### src/rtl/adi_jesd_seq_pkg.sv
// adi_jesd_seq_pkg: state encodings and default timing for the AD9081 JESD bring-up sequencer
package adi_jesd_seq_pkg;
  localparam logic [2:0] ST_IDLE      = 3'd0;
  localparam logic [2:0] ST_RST_HOLD  = 3'd1;
  localparam logic [2:0] ST_SETTLE    = 3'd2;
  localparam logic [2:0] ST_ENABLE    = 3'd3;
  localparam logic [2:0] ST_ARM       = 3'd4;
  localparam logic [2:0] ST_LINK_WAIT = 3'd5;
  localparam logic [2:0] ST_RUN       = 3'd6;
  localparam logic [2:0] ST_FAULT     = 3'd7;
  localparam int DEF_CNT_W         = 24;
  localparam int DEF_RST_CYCLES    = 1000;
  localparam int DEF_SYNC_CYCLES   = 16;
  localparam int DEF_SETTLE_CYCLES = 10000;
  localparam int DEF_LINK_TIMEOUT  = 1048575;
  localparam int DEF_VLD_GAP       = 256;
  localparam int DEF_MAX_RETRIES   = 3;
endpackage

### src/rtl/adi_jesd_link_seq.sv
// adi_jesd_link_seq: bring-up/recovery sequencer for the AD9081 JESD204C receive path
module adi_jesd_link_seq
  import adi_jesd_seq_pkg::*;
#(
  parameter int         CNT_W         = DEF_CNT_W,
  parameter int         RST_CYCLES    = DEF_RST_CYCLES,
  parameter int         SYNC_CYCLES   = DEF_SYNC_CYCLES,
  parameter int         SETTLE_CYCLES = DEF_SETTLE_CYCLES,
  parameter int         LINK_TIMEOUT  = DEF_LINK_TIMEOUT,
  parameter int         VLD_GAP       = DEF_VLD_GAP,
  parameter int         MAX_RETRIES   = DEF_MAX_RETRIES,
  parameter logic [1:0] EN_MASK       = 2'b11
) (
  input  logic        clk,
  input  logic        rst,
  input  logic        start,
  input  logic        stop,
  input  logic        link_up,
  input  logic        dout_vld,
  input  logic        dout_overflow,
  output logic        rstb,
  output logic [1:0]  rxen,
  output logic [1:0]  txen,
  output logic        hmc_sync,
  output logic        sysref_arm,
  output logic        link_ok,
  output logic        busy,
  output logic        fail,
  output logic [2:0]  state,
  output logic [3:0]  retries,
  output logic [15:0] drop_count
);
  localparam logic [CNT_W-1:0] T_RST    = CNT_W'(RST_CYCLES - 1);
  localparam logic [CNT_W-1:0] T_SETTLE = CNT_W'(SETTLE_CYCLES - 1);
  localparam logic [CNT_W-1:0] T_SYNC   = CNT_W'(SETTLE_CYCLES - SYNC_CYCLES);
  localparam logic [CNT_W-1:0] T_LINK   = CNT_W'(LINK_TIMEOUT - 1);
  localparam logic [CNT_W-1:0] T_GAP    = CNT_W'(VLD_GAP - 1);
  logic [CNT_W-1:0] tmr, tmr_n;
  logic [2:0] st_n;
  logic fail_n, tmr_z;
  logic [3:0] ret_n;
  logic [15:0] drop_n;
  assign tmr_z = tmr == '0;
  always_comb begin
    st_n = state;
    fail_n = fail;
    tmr_n = tmr_z ? tmr : tmr - 1'b1;
    ret_n = retries;
    drop_n = drop_count;
    if (stop) begin
      st_n = ST_IDLE;
      fail_n = 1'b0;
    end else begin
      case (state)
        ST_IDLE: if (start) begin
          st_n = ST_RST_HOLD;
          tmr_n = T_RST;
          ret_n = '0;
        end
        ST_RST_HOLD: if (tmr_z) begin
          st_n = ST_SETTLE;
          tmr_n = T_SETTLE;
        end
        ST_SETTLE: st_n = tmr_z ? ST_ENABLE : ST_SETTLE;
        ST_ENABLE: st_n = ST_ARM;
        ST_ARM: begin
          st_n = ST_LINK_WAIT;
          tmr_n = T_LINK;
        end
        ST_LINK_WAIT: if (link_up && dout_vld) begin
          st_n = ST_RUN;
          tmr_n = T_GAP;
        end else if (tmr_z) st_n = ST_FAULT;
        ST_RUN: begin
          tmr_n = dout_vld ? T_GAP : tmr_n;
          if (!link_up) begin
            st_n = ST_FAULT;
            drop_n = drop_count + {15'd0, ~&drop_count};
          end else if ((tmr_z && !dout_vld) || dout_overflow) st_n = ST_FAULT;
        end
        ST_FAULT: if (fail) begin
          // FAILED shares the FAULT encoding; the fail flag tells them apart
          if (start) begin
            st_n = ST_RST_HOLD;
            tmr_n = T_RST;
            ret_n = '0;
            fail_n = 1'b0;
          end
        end else if (retries < 4'(MAX_RETRIES)) begin
          st_n = ST_RST_HOLD;
          tmr_n = T_RST;
          ret_n = retries + 4'd1;
        end else fail_n = 1'b1;
      endcase
    end
  end
  always_ff @(posedge clk or posedge rst)
    if (rst) begin
      state <= ST_IDLE;
      fail <= 1'b0;
      tmr <= '0;
      retries <= '0;
      drop_count <= '0;
      rstb <= 1'b0;
      rxen <= '0;
      txen <= '0;
      hmc_sync <= 1'b0;
      sysref_arm <= 1'b0;
      link_ok <= 1'b0;
      busy <= 1'b0;
    end else begin
      state <= st_n;
      fail <= fail_n;
      tmr <= tmr_n;
      retries <= ret_n;
      drop_count <= drop_n;
      rstb <= st_n >= ST_SETTLE && st_n <= ST_RUN;
      rxen <= (st_n >= ST_ENABLE && st_n <= ST_RUN) ? EN_MASK : 2'b00;
      txen <= (st_n >= ST_ENABLE && st_n <= ST_RUN) ? EN_MASK : 2'b00;
      hmc_sync <= st_n == ST_SETTLE && tmr_n >= T_SYNC;
      sysref_arm <= st_n == ST_ARM;
      link_ok <= st_n == ST_RUN;
      busy <= !(st_n == ST_IDLE || st_n == ST_RUN || fail_n);
    end
endmodule
### config.mk
export PLATFORM = sky130hd
export DESIGN_NAME = adi_jesd_link_seq
export DESIGN_NICKNAME = d
export VERILOG_FILES = /design/src/rtl/adi_jesd_seq_pkg.sv /design/src/rtl/adi_jesd_link_seq.sv
export SDC_FILE = /design/constraint.sdc
export NUM_CORES = 1
export LEC_CHECK = 0
export CORE_MARGIN = 2
export CORE_UTILIZATION = 30
export DETAILED_ROUTE_END_ITERATION = 7
export MAX_ROUTING_LAYER = met4
export PLACE_DENSITY = 0.55
export SLEW_MARGIN = 15
export SYNTH_ARGS = -nofsm -noshare
export SYNTH_HDL_FRONTEND = slang
export SYNTH_SLANG_ARGS = --single-unit
export TNS_END_PERCENT = 100
### constraint.sdc
create_clock -name clk -period 2.9 [get_ports clk]
set_input_delay 0.29 -clock clk [delete_from_list [all_inputs] [get_ports clk]]
set_output_delay 0.29 -clock clk [all_outputs]
set_load 0.005 [all_outputs]
# Word level (Yosys, flattened, before mapping)
# Index checks and enable logic that the tools add are counted.
[totals]
register_bits = 55
latch_bits = 0
ram_bits = 0
romBits = 0
out_inout_bits = 33
n_memories = 0
[classes]
n_addsub = 3
n_mul = 0
n_div = 0
n_lt_le_gt_ge = 5
n_eq_ne = 11
shift = 0
muxes = 30
bitwise = 2
reduce_logical = 18
[ops]
columns = ["operator", "count"]
rows = [
  ["two-way mux 24 bit", 8],
  ["case mux 24 bit (6 select lines)", 1],
  ["two-way mux 3 bit", 9],
  [">= comparator 24 x 14 -> 1 bit, second input constant", 1],
  ["zero test 24 bit", 1],
  ["case mux 3 bit (8 select lines)", 1],
  ["subtractor 24 x 1 -> 24 bit, second input constant", 1],
  ["== test 3 bit, second input constant", 6],
  ["adder 16 x 1 -> 16 bit", 1],
  ["AND reduction 16 bit", 1],
  ["two-way mux 4 bit", 3],
  ["== test 3 x 2 -> 1 bit, second input constant", 3],
  ["case mux 4 bit (2 select lines)", 1],
  [">= comparator 3 x 2 -> 1 bit, second input constant", 2],
  ["zero test 3 bit", 2],
  ["two-way mux 1 bit", 6],
  ["AND reduction 3 bit", 2],
  ["logical AND 1 bit", 5],
  ["adder 4 x 1 -> 4 bit, second input constant", 1],
  ["less-than comparator 4 x 2 -> 1 bit, second input constant", 1],
  ["== test 3 x 1 -> 1 bit, second input constant", 1],
  ["<= comparator 3 bit, second input constant", 1],
  ["zero test 1 bit", 3],
  ["logical OR 1 bit", 3],
  ["4 further kinds", 5],
]

# Longest topological paths before layout
[depth]
word_depth = 11
mapped_depth = 11

# Worst setup path after synthesis
# No wires, ideal clock.
[synth_path]
path_type = "register to register"
from = "register tmr[16]"
to = "register hmc_sync"
setup_time_ps = 122
t_arrival_ps = 2459
slack_ps = 320
stages_incl_launch_ff = 10
path_buffers = 1
synth_period_minus_slack_ps = 2580
path_cell_list = "dfrtp_1 or4_4 or2_4 nor3_4 inv_2 buf_6 o31a_1 a32oi_1 o21ai_1 a2111oi_1"
[synth_between]
elab_chain_len = 9
[synth_rtl]
columns = ["item", "line", "text"]
rows = [
  ["from (decl)", "adi_jesd_link_seq.sv:38", "logic [CNT_W-1:0] tmr, tmr_n;"],
  ["from (signal assigned)", "adi_jesd_link_seq.sv:114", "tmr <= tmr_n;"],
  ["parallel branches: the longest is 8 deep, another holds subtractor 24 x 1 -> 24 bit", "-", ""],
  ["logical AND 1 bit (*)", "adi_jesd_link_seq.sv:120", "hmc_sync <= st_n == ST_SETTLE && tmr_n >= T_SYNC;"],
  ["to (signal assigned)", "adi_jesd_link_seq.sv:107", "hmc_sync <= 1'b0;"],
  ["to (signal assigned)", "adi_jesd_link_seq.sv:120", ""],
  ["to (decl)", "adi_jesd_link_seq.sv:24", "output logic hmc_sync,"],
]
# Every way passes the cells marked *.
# A chain may end at the register's enable or synchronous reset.

# Worst setup path in the final report
# Same ends and word-level chain as after synthesis.

==> run metrics <==
post-route minimum period=2.71 ns; CP Data Arrival Time=2.94 ns; Startpoint Class=register; worst-margin pin slew=0.484 ns; 1st-iter DRT viols=145; via count=2713; MaxCap Viol Count=0; Num CTS Buffers=5; area leader, netlist=dfrtp_1; CTS Root Cell=clkbuf_8; clk_skew=0.00621 ns; Clock Latency Late Sink=0.32 ns; Max Clock Freq=368 MHz; power per cell area=406 nW/µm²; slowest stage delay, CP=0.55 ns; GRT Residual Overflow=0; Fin. Hold Viols=0; Vert. Die Dim=108 µm; CP endpoint kind=register; hold buffer count at cts=0; Crit Path Max Fanout=12; clock share of power=30.1%; final wirelength=7.54 mm; top-area cell type share of the netlist area=41.9%; Antenna Nets Post-Route=0; Cell Int Power=1.09 mW; GR Util All Layers=13.9%; Yosys Warn Count=0; Slew Viols, Final=0; syn_nets=371; post-synth cell types=59; first-pass GRT wire length=12.7 mm; number of global-route vias before repair=2502; IO Port Bufs=39; Net Sw Frac=31.5%; I/O pin count=40; type of the worst setup path=register to register; fraction of layout cells with a size suffix above 1=11.4%; period utilisation layout=93.6%; GP Congestion=0.835; DP HPWL=5.44 mm; clock buffer depth=2; EDFF count, synth=0; worst hold path type=primary input to async pin; drt pass-1 iters=4; most frequent cell after synthesis=dfrtp_1; asr flop ratio synth=100%; Critical Path, Cell by Cell=or4_4, or2_4, nor3_4, inv_2, o31a_1, a32oi_1, o21ai_1, a2111oi_2; RSZ-0062 raised after global routing=no; FF-to-FF setup slack=0.19 ns; total negative slack=0 ns; total chip power=1.59 mW; initial antenna violation count=0; pin count of the biggest net entering global routing=55; Combinational Power Share=17.2%; synth cell count leaders=dfrtp_1 (54), nand2_1 (41), nor2_1 (36); CTS tree=done; main area contributors after synthesis=dfrtp_1 (42%), xnor2_1 (6.8%), nand2_1 (4.8%); Slowest-stage cell, CP=or4_4; top_reg_cell synth=dfrtp_1; DRC=0; Area Overhead vs Synth=21.4%; syn_area_per_cell=9.01 µm²; num rows=37; Cells after Synth=358; Die Area=11600 µm²; Setup violations, final=0; max-slew headroom at the worst pin=67.4%; Clock Pin Slew Worst Setup and Hold Paths=0.12 ns; H-tree levels=2; CTS Sinks=54; synthesized cell area=3230 µm²; CP required=3.12 ns; Vias/cell=5.01; P_leak=1.60 nW; outcome=complete, no violations; #FFs+latches synth=54; Psw=0.501 mW; # fillers=1083; antenna cells=0; Layout Nets=417; sequential element share of the synthesized area=41.9%; VDD IR max=0.218 mV; Die W=108 µm; drt wl/cell=13.9 µm; core area=10400 µm²; Starting Density=31.1%; Sequential Power Share=52.7%
-- power by group through the flow --
stage / Sequential [mW] / Combinational (mW) / Clock, mW
final: 0.838 / 0.273 / 0.478
after CTS: 0.836 / 0.270 / 0.487
after global placement: 0.851 / 0.272 / 0
after detailed placement: 0.850 / 0.270 / 0
after global routing: 0.843 / 0.307 / 0.523
after floorplan: 0.838 / 0.191 / 0
-- path summary, 6_finish.rpt --
| kind | startpoint | to | cells past startpoint |
|---|---|---|---|
| setup reg to reg | tmr[16] | hmc_sync | 8 |
| hold reg to reg | drop_count[5] | drop_count[5] | 1 |
| min in group clk | drop_count[5] | drop_count[5] | 1 |
| max in group asynchronous | rst | tmr[3] | 3 |
| hold / removal | rst | drop_count[5] | 3 |
| setup / recovery | tmr[16] | hmc_sync | 8 |
-- critical path, delay by kind of cell (launching register included) --
family / cells / cell delay [ns]
simple gates: 3 / 1.08
compound gates: 4 / 0.93
buf+inv: 1 / 0.16
flops: 1 / 0.44
-- cell families after synthesis --
group | after synthesis | synth area share (%)
AO/OA/AOI/OAI | 73 | 14.6
XOR/XNOR | 33 | 8.96
adder cells (fa/ha/maj) | 6 | 2.33
buffers and inverters | 27 | 4.65
flip-flops | 54 | 41.9
multiplexers | 3 | 1.05
AND/OR/NAND/NOR | 162 | 26.5
-- through the flow --
stage | cells | cell area [µm²] | hold WS (ns) | util [%] | setup WS [ns]
after CTS | 539 | 3900 | 0.345 | 37.6 | 0.123
after floorplan | 358 | 3230 | 0.481 | - | 0.320
after global routing | 541 | 3920 | 0.365 | 37.8 | 0.00460
after detailed placement | 531 | 3800 | 0.486 | 36.6 | 0.147
final | 541 | 3920 | 0.323 | 37.8 | 0.185
after global placement | 531 | 3800 | 0.482 | 36.6 | 0.228
-- flip-flops by register name, summed over array words and instances, names as in the netlist --
name,flops
fail,1
sysref_arm,1
retries,4
hmc_sync,1
busy,1
txen,1
drop_count,16
rstb,1
state,3
tmr,24
link_ok,1
-- cell type report --
cell class / instances / area (µm²) / area share, %
timing repair buffer: 56 / 531 / 13.5
multi-input combinational: 277 / 1730 / 44.2
tap: 136 / 170 / 4.35
clock buffer: 5 / 68.8 / 1.76
sequential: 54 / 1350 / 34.5
inverter: 10 / 37.5 / 0.958
clock inverter: 3 / 28.8 / 0.735
-- layout by cell type (no fill, tap or decap), types with 3 or more instances in the layout --
master	n
inv_1	8
nand4_1	7
nand2_1	41
dfrtp_1	54
a21oi_1	14
ha_1	6
a31oi_1	3
nand2b_1	5
o21ai_0	25
xnor2_1	25
nor2_1	36
nor3b_1	3
mux2_2	3
nor4_1	10
nor3_1	12
o31ai_1	6
and3_1	5
or2_2	3
or3_1	5
clkbuf_8	5
xor2_1	8
nand3_1	13
a211oi_1	3
buf_4	16
nor2b_1	6
clkdlybuf4s50_1	39
-- repair_timing --
action | in CTS | in global routing
buffers inserted | 0 | 2
endpoints found under the setup margin | 0 | 1
hold endpoints to repair | 0 | 0
resized for setup | 0 | 2
-- routing by layer --
layer	vias to the layer above	track usage [%]	wire length, µm
met5	-	-	0
met4	0	2.47	65
met3	7	2.24	244
met2	51	20.1	3370
met1	1291	20.6	3850
li1	1364	-	-
(Power assumes the default switching activity.)
